<file path="src/rtl/insn_fetch_unit.sv">
// rtl/insn_fetch_unit.sv - instruction fetch unit: PC sequencing, imem handshake, fetch timeout and misaligned-target faults
module insn_fetch_unit #(
  parameter logic [31:0] RESET_PC    = 32'h0000_0000,
  parameter int          ACK_TIMEOUT = 16
) (
  input  logic        CLK,
  input  logic        RST_N,
  output logic        imem_req,
  output logic [31:0] imem_addr,
  input  logic        imem_ack,
  input  logic [31:0] imem_rdata,
  output logic [31:0] INSN,
  output logic [31:0] PC,
  output logic        insn_valid,
  input  logic        insn_taken,
  input  logic        pc_next_sel,
  input  logic [31:0] pc_target,
  output logic        fault,
  output logic [1:0]  fault_code,
  output logic [31:0] instret
);

  localparam int CW = (ACK_TIMEOUT > 1) ? $clog2(ACK_TIMEOUT) : 1;
  localparam logic [CW-1:0] WAIT_LAST = CW'(ACK_TIMEOUT - 1);
  localparam logic [31:0]   NOP       = 32'h0000_0013;

  typedef enum logic [1:0] {
    FETCH = 2'd0,
    VALID = 2'd1,
    FAULT = 2'd2
  } state_t;

  state_t        state, state_next;
  logic [31:0]   pc_q, pc_next;
  logic [31:0]   insn_q, insn_next;
  logic [31:0]   instret_q, instret_next;
  logic [CW-1:0] wait_q, wait_next;
  logic [1:0]    code_q, code_next;
  logic [31:0]   pc_sel;

  always_ff @(posedge CLK) begin
    if (!RST_N) begin
      state     <= FETCH;
      pc_q      <= RESET_PC;
      insn_q    <= NOP;
      instret_q <= 32'd0;
      wait_q    <= '0;
      code_q    <= 2'b00;
    end else begin
      state     <= state_next;
      pc_q      <= pc_next;
      insn_q    <= insn_next;
      instret_q <= instret_next;
      wait_q    <= wait_next;
      code_q    <= code_next;
    end
  end

  always_comb begin
    state_next   = state;
    pc_next      = pc_q;
    insn_next    = insn_q;
    instret_next = instret_q;
    wait_next    = wait_q;
    code_next    = code_q;
    imem_req     = 1'b0;
    insn_valid   = 1'b0;
    fault        = 1'b0;
    pc_sel       = pc_next_sel ? pc_target : (pc_q + 32'd4);

    unique case (state)
      FETCH: begin
        imem_req = 1'b1;
        if (imem_ack) begin
          insn_next  = imem_rdata;
          wait_next  = '0;
          state_next = VALID;
        end else if (wait_q == WAIT_LAST) begin
          code_next  = 2'b10;
          state_next = FAULT;
        end else begin
          wait_next = wait_q + CW'(1);
        end
      end
      VALID: begin
        insn_valid = 1'b1;
        if (insn_taken) begin
          instret_next = instret_q + 32'd1;
          // A misaligned target still retires the instruction but never updates PC.
          if (pc_next_sel && (pc_target[1:0] != 2'b00)) begin
            code_next  = 2'b01;
            state_next = FAULT;
          end else begin
            pc_next    = pc_sel;
            state_next = FETCH;
          end
        end
      end
      FAULT: begin
        fault = 1'b1;
      end
      default: begin
        state_next = FAULT;
      end
    endcase
  end

  assign imem_addr  = pc_q;
  assign PC         = pc_q;
  assign INSN       = insn_q;
  assign instret    = instret_q;
  assign fault_code = code_q;

endmodule

</file>
<file path="config.mk">
export PLATFORM = sky130hd
export DESIGN_NAME = insn_fetch_unit
export DESIGN_NICKNAME = d
export VERILOG_FILES = /design/src/rtl/insn_fetch_unit.sv
export SDC_FILE = /design/constraint.sdc
export NUM_CORES = 1
export LEC_CHECK = 0
export ABC_AREA = 1
export BUFFER_PORTS_ARGS = -buffer_cell sky130_fd_sc_hd__buf_2
export CAP_MARGIN = 20
export CORE_ASPECT_RATIO = 0.8
export CORE_MARGIN = 1
export CORE_UTILIZATION = 50
export CTS_CLUSTER_DIAMETER = 40
export DETAILED_ROUTE_END_ITERATION = 8
export HOLD_SLACK_MARGIN = 0.05
export PLACE_DENSITY = 0.86
export SLEW_MARGIN = 40
export SYNTH_ARGS = -nofsm -noshare
export SYNTH_HDL_FRONTEND = slang
export SYNTH_SLANG_ARGS = --single-unit
</file>
<file path="constraint.sdc">
create_clock -name CLK -period 2.3 [get_ports CLK]
set_clock_uncertainty 0.15 [all_clocks]
set_input_delay 0.345 -clock CLK [delete_from_list [all_inputs] [get_ports CLK]]
set_output_delay 0.345 -clock CLK [all_outputs]
set_load 0.02 [all_outputs]
</file>
# Yosys cells after proc, flatten, opt, wreduce, memory -nomap -nowiden
# Index checks and enable logic that the tools add are counted.
# classes
addsub	3
eq_ne	9
muxes	15
bitwise_logic	2
n_reduce_logical	10
# ops
op	count
$add 32x1->32 const B	1
$add 32x3->32 const B	1
$mux 32	1
$mux 2	7
$ne 2x2->1 const B	5
$mux 4	2
$pmux 2 s3	1
$reduce_and 2->1	3
$reduce_and 3->1	2
$reduce_and 5->1	1
$add 4x1->4 const B	1
$eq 4x4->1 const B	1
$pmux 2 s2	1
$reduce_bool 2->1	2
$mux 1	3
$ne 3x3->1 const B	1
$eq 2x1->1 const B	1
$eq 2x2->1 const B	1
$logic_not 2->1	1
$not 1->1	2
$logic_and 1x1->1	1
# totals
regBits	104
input_bits	69
output_inout_bits	133
word_cells	45

# Logic depth before layout (Yosys ltp)
# Gate-level depths: netlist of the first run.
# depth
depth_word	5
depth_mapped	10
depth_no_buf	10

# Worst setup path before layout of the first run
# OpenSTA, ideal clock, no wires.
# synth_timing
path_type	reg-to-reg
start	reg pc_q[2], in the netlist PC[2]
end	reg pc_q[28], in the netlist PC[28]
setup_time_ns	0.132
t_arrival_ns	1.598
t_required_ns	2.018
slack_ns	0.420
stages_incl_launch_ff	11
path_buffers	0
synth_period_minus_slack_ns	1.880
path_cell_list	dfxtp_1 -> ha_1 -> nand2_1 -> nor2_1 -> nand2_1 -> nor2_1 -> nand2_1 -> nand2_1 -> nand3_1 -> nand2_1 -> a21oi_1
# synth_between
elab_chain_len	2
# synth_lines
element	line_no	rtl
start, declared	34	logic [31:0] pc_q, pc_next;
start signal, assigned	51	pc_q <= pc_next;
$add 32x3->32	69	pc_sel = pc_next_sel ? pc_target : (pc_q + 32'd4);
$mux 32	69	
# Every way passes these cells.
# A chain may end at the register's enable or synchronous reset.

# Worst setup path after layout of the first run
# Same ends and word-level chain as after synthesis.

==> results.txt, run 1 <==
Measured against its own limit, the worst slew margin works out to 68.4%. Final critical delay including setup and external delays: 2.07 ns. Synthesis produced a netlist with a net count of 974.

The count of vias placed by the detailed router was 6272; the total of endpoints with negative setup slack in the final report was 0. The average wire length per cell after detail routing came out at 13.1 µm. Synthesis handed over a netlist of 902 instances. Averaged over all synthesized cells, the footprint is 6.30 µm². Before antenna repair, the detailed router went through 5 iterations.

Relative to the synthesized area, the layout overhead comes to 21.9%. The die extent in x was 121 µm; the fill cell instance count of the final layout was 1032. The library cells used most frequently in the layout, excluding fill and tap cells, are nand2_1 (238), nor2_1 (207), buf_2 (201). The netlist uses 33 different library cells. The run finished with clean final reports.

For the combinational share of power, the log shows 17.0%. The row count is 34. The later pin in the worst-skew pair is clocked with a latency of 0.34 ns. The total of max-cap violations is 0. Setup repair after global routing left no endpoint under its margin.

The required time of the worst setup path was 2.37 ns; the aggregate routed wire length was 15.9 mm. Using the TritonRoute via totals, the vias-per-cell ratio works out to 5.17. The maximum number of pins on one net before global-route repair is 54, and the clock share of power is 37.2%. For this run, the top clock speed supported by timing is 0.482 GHz. The biggest cell delay along the critical path came out at 0.44 ns. Clock sink total: 104. The clock edge transition at the registers on the reported setup and hold paths was 0.07 ns; the number of top-level pins was 202. For this design the static power due to leakage is 3.10 nW.

For this run, the total global-route usage over all layers was measured as 26.8%. Routability-driven placement finished with a final weighted congestion of 0.937. Gates resized during post-CTS repair numbered 0. The tools report the via count of the first global-routing pass as 5461. The critical path contains buffers and inverters numbering 0 combined.

The tools report the number of post-CTS setup repair buffers as 0. The floorplan step defined a die boundary enclosing 11800 µm². STA puts the critical path data arrival time at 2.15 ns. The internal portion of total power was 3.11 mW. Share of final-layout standard cells stronger than drive strength 1: 22.9%. The classification of the worst-slack hold path is in2reg.

Summed over all instances, the cell type with the most area after synthesis is dfxtp_1. The commonest non-fill, non-tap cell in the layout was nand2_1. Measured along the y axis, the die boundary spans 97.4 µm. Clock buffer count from CTS: 9. The endpoint kind of the worst setup timing path was a flop. The placed standard-cell area came out at 6620 µm². Once detail routing completed, the nets flagged for antenna violations numbered 0.

The final hold violation count is 0, and the initial detailed-routing violation count is 490. The tools report the source of the worst hold timing path as imem_rdata[0]. Across the VDD grid, the largest voltage drop is 511 µV. The maximum root-to-sink buffer count is 2.

Counting stages on the worst path, the most repeated cell is nand2_1. The number of max-slew violations in the final report was 0. The switching share of power came out at 28.3%. The H-tree was split into 3 levels. At the pin with the least slew margin, the transition time is 0.474 ns. The worst path uses 90.2% of the clock period. By area the synthesized netlist is led by dfxtp_1 (37%), nand2_1 (16%), nor2_1 (14%).

Category of cells accounting for the largest share of critical-path delay: simple AND/OR/NAND/NOR gates. The critical path starts at PC[2]$_SDFFE_PN0P_. The post-route standard cell area excluding fillers came out at 6930 µm². For the post-synth design cell area, the log shows 5680 µm². Sequential elements use 36.6% of the synthesized area. For this run the aggregate overflow at the end of global routing stands at 0. The HPWL after detailed placement was 12.0 mm. The analysis attributes to net switching a power of 1.23 mW. The final-layout setup total negative slack was 0 ns.

The multi-input combinational cells in the finished layout cover a total of 3000 µm². Summed over its instances, the top area cell type makes up 36.6% of the synthesized netlist area. The startpoint identified for the worst register-to-register timing path is PC[2]$_SDFFE_PN0P_. The number of antenna violations at the first check in global routing came out at 0. The cell with the largest stage delay on the worst path was dfxtp_1.

For this configuration, the core starts out at a cell density of 51.8%. TritonCTS built the clock tree. For this design, the CTS-stage hold fixing added 0 buffers. The number of port buffers was 201. For this design the ratio of total power to cell area is 626 nW/µm². Along the worst path, the maximum fanout reaches 6. Summing all flip-flop and latch instances after layout gives 2080 µm².

The first global-routing pass estimated 25.4 mm of wire. The signal on the critical path passes through ha_1 -> nand2_1 -> nor2_2 -> nand2_1 -> nor2_1 -> nand2_1 -> nand2_1 -> nand3_1 -> nand2_1 -> a21oi_1. The sequential share of power came out at 45.8%. 0 antenna diodes ended up in the layout. For this run, the post-layout net count is 1138. The cell sitting at the root of the clock tree is a clkbuf_16. After detailed routing, the number of remaining DRC violations is 0. By startpoint and endpoint, the worst setup path is classified as reg2reg. The number of synthesized register bits is 104, and the number of warnings printed during yosys synthesis is 0. STA classifies the critical path startpoint as a flop. Area of the placeable core: 11000 µm².
## sequential cells by signal, summed over array words and instances (netlist names)
name        flops
INSN           32
PC             32
instret        32
wait_q          4
fault_code      2
state           2
## through the flow
step                      power [mW]  hold slack [ns]  setup WS, ns  util, %  std cells
after CTS                       4.37           0.0610         0.151     63.1       1214
after global routing            4.52           0.0799        0.0971     63.2       1214
after floorplan                 2.50            0.302         0.420        -        902
final                           4.34           0.0668         0.226     63.2       1214
after detailed placement        2.77            0.304         0.175     60.3       1199
after global placement          2.75            0.301         0.209     60.3       1199
## area by class of cell
| class | instances | area share [%] |
|---|---|---|
| inverter | 64 | 3.47 |
| sequential | 104 | 30.0 |
| tap | 144 | 2.60 |
| multi-input combinational | 673 | 43.3 |
| timing repair buffer | 214 | 16.1 |
| clock buffer | 9 | 3.25 |
| clock inverter | 6 | 1.21 |
## power by group through the flow
stage,Clock (mW),Combinational [mW],Sequential (mW)
6_report,1.61,0.738,1.99
3_3_place_gp,0,0.728,2.02
5_1_grt,1.71,0.815,2.00
3_5_place_dp,0,0.739,2.03
4_1_cts,1.64,0.741,1.99
2_1_floorplan,0,0.366,2.14
## synthesized netlist by cell type
cell type	n
buf_1	5
and2_1	1
inv_1	62
clkinv_1	1
and3_1	1
o211ai_1	2
o21a_1	4
nor4_1	1
xnor2_1	4
nor2_2	4
nand2_1	238
nand4_1	8
nand3_2	1
a21o_1	1
a31oi_1	11
nor2_1	208
nand2_4	1
buf_4	32
clkbuf_1	15
nor3b_2	1
nand3_1	62
dfxtp_1	104
nand3b_1	6
inv_2	1
a21oi_1	50
buf_2	9
xor2_1	7
nor2_4	5
nor3_2	1
nand4_2	1
nor3_1	4
o21ai_0	48
ha_1	3
## tightest hold or removal path: stages
cell and delay (ns):
buf_2 0.08, nand2_1 0.04, nand3_1 0.05
## per-layer routing
layer	GRT usage (%)	routed length, µm
met1	37.2	7190
met2	42.5	6970
met3	5.16	1470
met4	6.55	271
met5	0	0
## final timing paths
path	endpoint	slack, ns	depth (start not counted)
max reg2reg	PC[28]$_SDFFE_PN0P_	0.23	10
min	INSN[0]$_SDFFE_PN1P_	0.07	3
min reg2reg	fault_code[0]$_SDFFE_PN0P_	0.31	2
max	PC[28]$_SDFFE_PN0P_	0.23	10
## cell families (layout without fill, tap and decap cells)
logic type      count (synthesis)  after routing  share of synthesized area, %
buf+inv                       125            293                          10.6
simple gates                  543            543                          39.7
xor+xnor                       11             11                          1.69
fa+ha+maj                       3              3                         0.660
flops                         104            104                          36.6
compound gates                116            116                          10.8
Power figures use the tool's default switching activity.
==> run 2, diff against run 1 <==
CORE_ASPECT_RATIO = not set   (was 0.8)
PLACE_DENSITY = 0.81   (was 0.86)
SKIP_CTS_REPAIR_TIMING = 1   (was not set)
==> results.txt, run 2 (synthesized netlist as in run 1, its figures left out) <==
The residual antenna-violating net count after detailed routing was 0 (unchanged). The signal on the critical path passes through inv_2 -> nor2_4 -> nand3_1 -> inv_1 -> buf_4 -> nand2_1 -> nor2_1 -> a21oi_1 -> a21oi_1. The first-pass iteration count of the detailed router came out at 4 (-1).

The worst supply voltage drop on vdd was 347 µV (-32%). The met3 usage is 4.00% (-1.2 points), and the number of nets in the finished design is 1136 (-0.18%). The row count came out at 38 (+12%). The kind of start point of the critical path is a flop.

The leakage power of the design is 3.08 nW (-0.73%). The maximum root-to-sink buffer count came out at 2 (unchanged). The global routing usage summed across all routing layers is 25.6% (-1.2 points), and the post-layout total power is 4.23 mW (-2.6%). The total of endpoints with negative setup slack in the final report was 0 (unchanged); the share of final-layout standard cells stronger than drive strength 1 was 22.6% (-0.26 points). The cell that appears most often on the critical path is a21oi_1. The biggest cell delay along the critical path works out to 0.39 ns (-0.05 ns).

TritonCTS built the clock tree. The layout overhead on the synthesized area came out at 21.5%. The average wire length per cell after detail routing was 12.6 µm (-3.6%). The type of the setup path with the least slack is reg2reg. For the antenna diode instance count, the log shows 0 (unchanged). The number of port buffers was 201 (unchanged). Share of the clock period used by the worst path after layout: 84.0% (-6.1 points).

The final critical delay including setup and external delays was 1.93 ns (-0.141 ns). The pin slew with the least headroom to its limit came out at 0.482 ns (+0.00796 ns). The commonest non-fill, non-tap cell in the layout was nand2_1.

The run gives 3 (unchanged) as the number of levels the H-tree was split into. The HPWL after detailed placement is 11.3 mm (-6.1%), and the aggregate routed wire length is 15.3 mm (-4.0%). The logs give 0.34 ns (about the same) for the clock latency on the worst-skew pair and 6126 (-2.3%) for the count of vias placed by the detailed router. The number of top-level pins was 202 (unchanged).

The placed instance count was 1193 (-0.50%); the initial cell density of the core was 52.0% (+0.19 points). The initial detailed-routing violation count is 418 (-15%), and the area of the placeable core is 10900 µm² (-0.36%). The logs give 2.05 ns (-0.10 ns) for the arrival time reported for the critical path endpoint and 45.7% (+3.1 points) for the met2 capacity usage during global routing.

The total of max-cap violations was 0 (unchanged). Power density over cell area: 612 nW/µm² (-2.2%). Final routed DRC violation total: 0 (unchanged). The maximum fanout encountered on the critical timing path is 21 (+15), and the met1 track demand over resource in global routing is 32.0% (-5.2 points). The most congested layer reported by global routing was met2. The slowest stage of the critical path is the dfxtp_1 cell. The logs give 104 (unchanged) for the clock sink total and 0.973 (+3.9%) for the routability congestion estimate from global placement.

Final-layout setup total negative slack: 0 ns (unchanged). The tools report the via count of the first global-routing pass as 5344 (-2.1%). The tools report the aggregate global routing overflow as 0 (unchanged).

For the number of antenna violations at the first check in global routing, the log shows 0 (unchanged). The final standard cell count with taps included and fillers excluded was 1209 (-0.41%); the clock edge transition at the registers on the reported setup and hold paths was 0.08 ns (about the same). The tools report the worst slew margin relative to its limit as 67.9% (-0.53 points).

The top cell types in the final layout, fill and taps aside, are nand2_1 (238), nor2_1 (208), buf_2 (201). For the required time of the worst setup path, the log shows 2.42 ns (+0.05 ns). For the maximum number of pins on one net before global-route repair, the log shows 54 (unchanged).

In this run the worst hold path is classified as in2reg. Setup repair after global routing left no endpoint under its margin. The full die area was 11800 µm² (about the same); the final hold violation count was 0 (unchanged).

The highest achievable clock rate came out at 0.517 GHz (+7.3%). CTS placed an instance of clkbuf_16 at the clock tree root. The die extent in x is 109 µm (-10%), and the vertical die dimension is 109 µm (+12%).

The clock buffer count from CTS was 9 (unchanged); the first-pass GRT wire length was 24.3 mm (-4.5%). The number of max-slew violations in the final report was 0 (unchanged). The flow ran to the end, and the final reports show no timing, DRC or antenna violations. Via density per instance: 5.07 (-1.9%). The endpoint kind of the worst setup timing path is a flop.
## run 2: area by class of cell
class,count,area (µm²)
timing repair buffer,212,1110
sequential,104,2080
clock buffer,10,229
tap,140,175
fill,1082,4030
multi-input combinational,673,3000
inverter,64,240
clock inverter,6,63.8
## run 2: worst paths after layout
kind	from	to	slack, ns	cells after the start
max	state[0]$_SDFFE_PN0P_	PC[12]$_SDFFE_PN0P_	0.37	9
min reg2reg	fault_code[0]$_SDFFE_PN0P_	fault_code[0]$_SDFFE_PN0P_	0.30	2
min	imem_rdata[0]	INSN[0]$_SDFFE_PN1P_	0.05	3
max reg2reg	state[0]$_SDFFE_PN0P_	PC[12]$_SDFFE_PN0P_	0.37	9
## run 2: layer usage
layer  share of wire (%)  vias to the layer above
met5                   0                        -
met4                 1.2                        0
met3                 5.9                       15
met2                  50                      217
met1                  43                     2727
li1                    -                     3167
## run 2: power breakdown
| part | switching, mW | internal, mW |
|---|---|---|
| combinational | 0.481 | 0.256 |
| sequential | 0.0724 | 1.91 |
| clock | 0.741 | 0.767 |
| total | 1.29 | 2.93 |
## run 2: worst max-delay path: cells and delay by family (launching register included)
family                 cells  cell delay, ns
flip-flops                 1            0.39
AND/OR/NAND/NOR            4            0.67
AO/OA/AOI/OAI              2            0.18
buffers and inverters      3            0.47
## run 2: stage by stage
stage	utilization, %	hold WS, ns	instance area [µm²]	worst slack (ns)
2_1_floorplan	-	0.302	5680	0.420
3_3_place_gp	60.5	0.287	6610	0.311
3_5_place_dp	60.5	0.288	6610	0.228
4_1_cts	63.1	0.0419	6910	0.359
5_1_grt	63.1	0.0503	6910	0.147
6_report	63.1	0.0525	6910	0.367
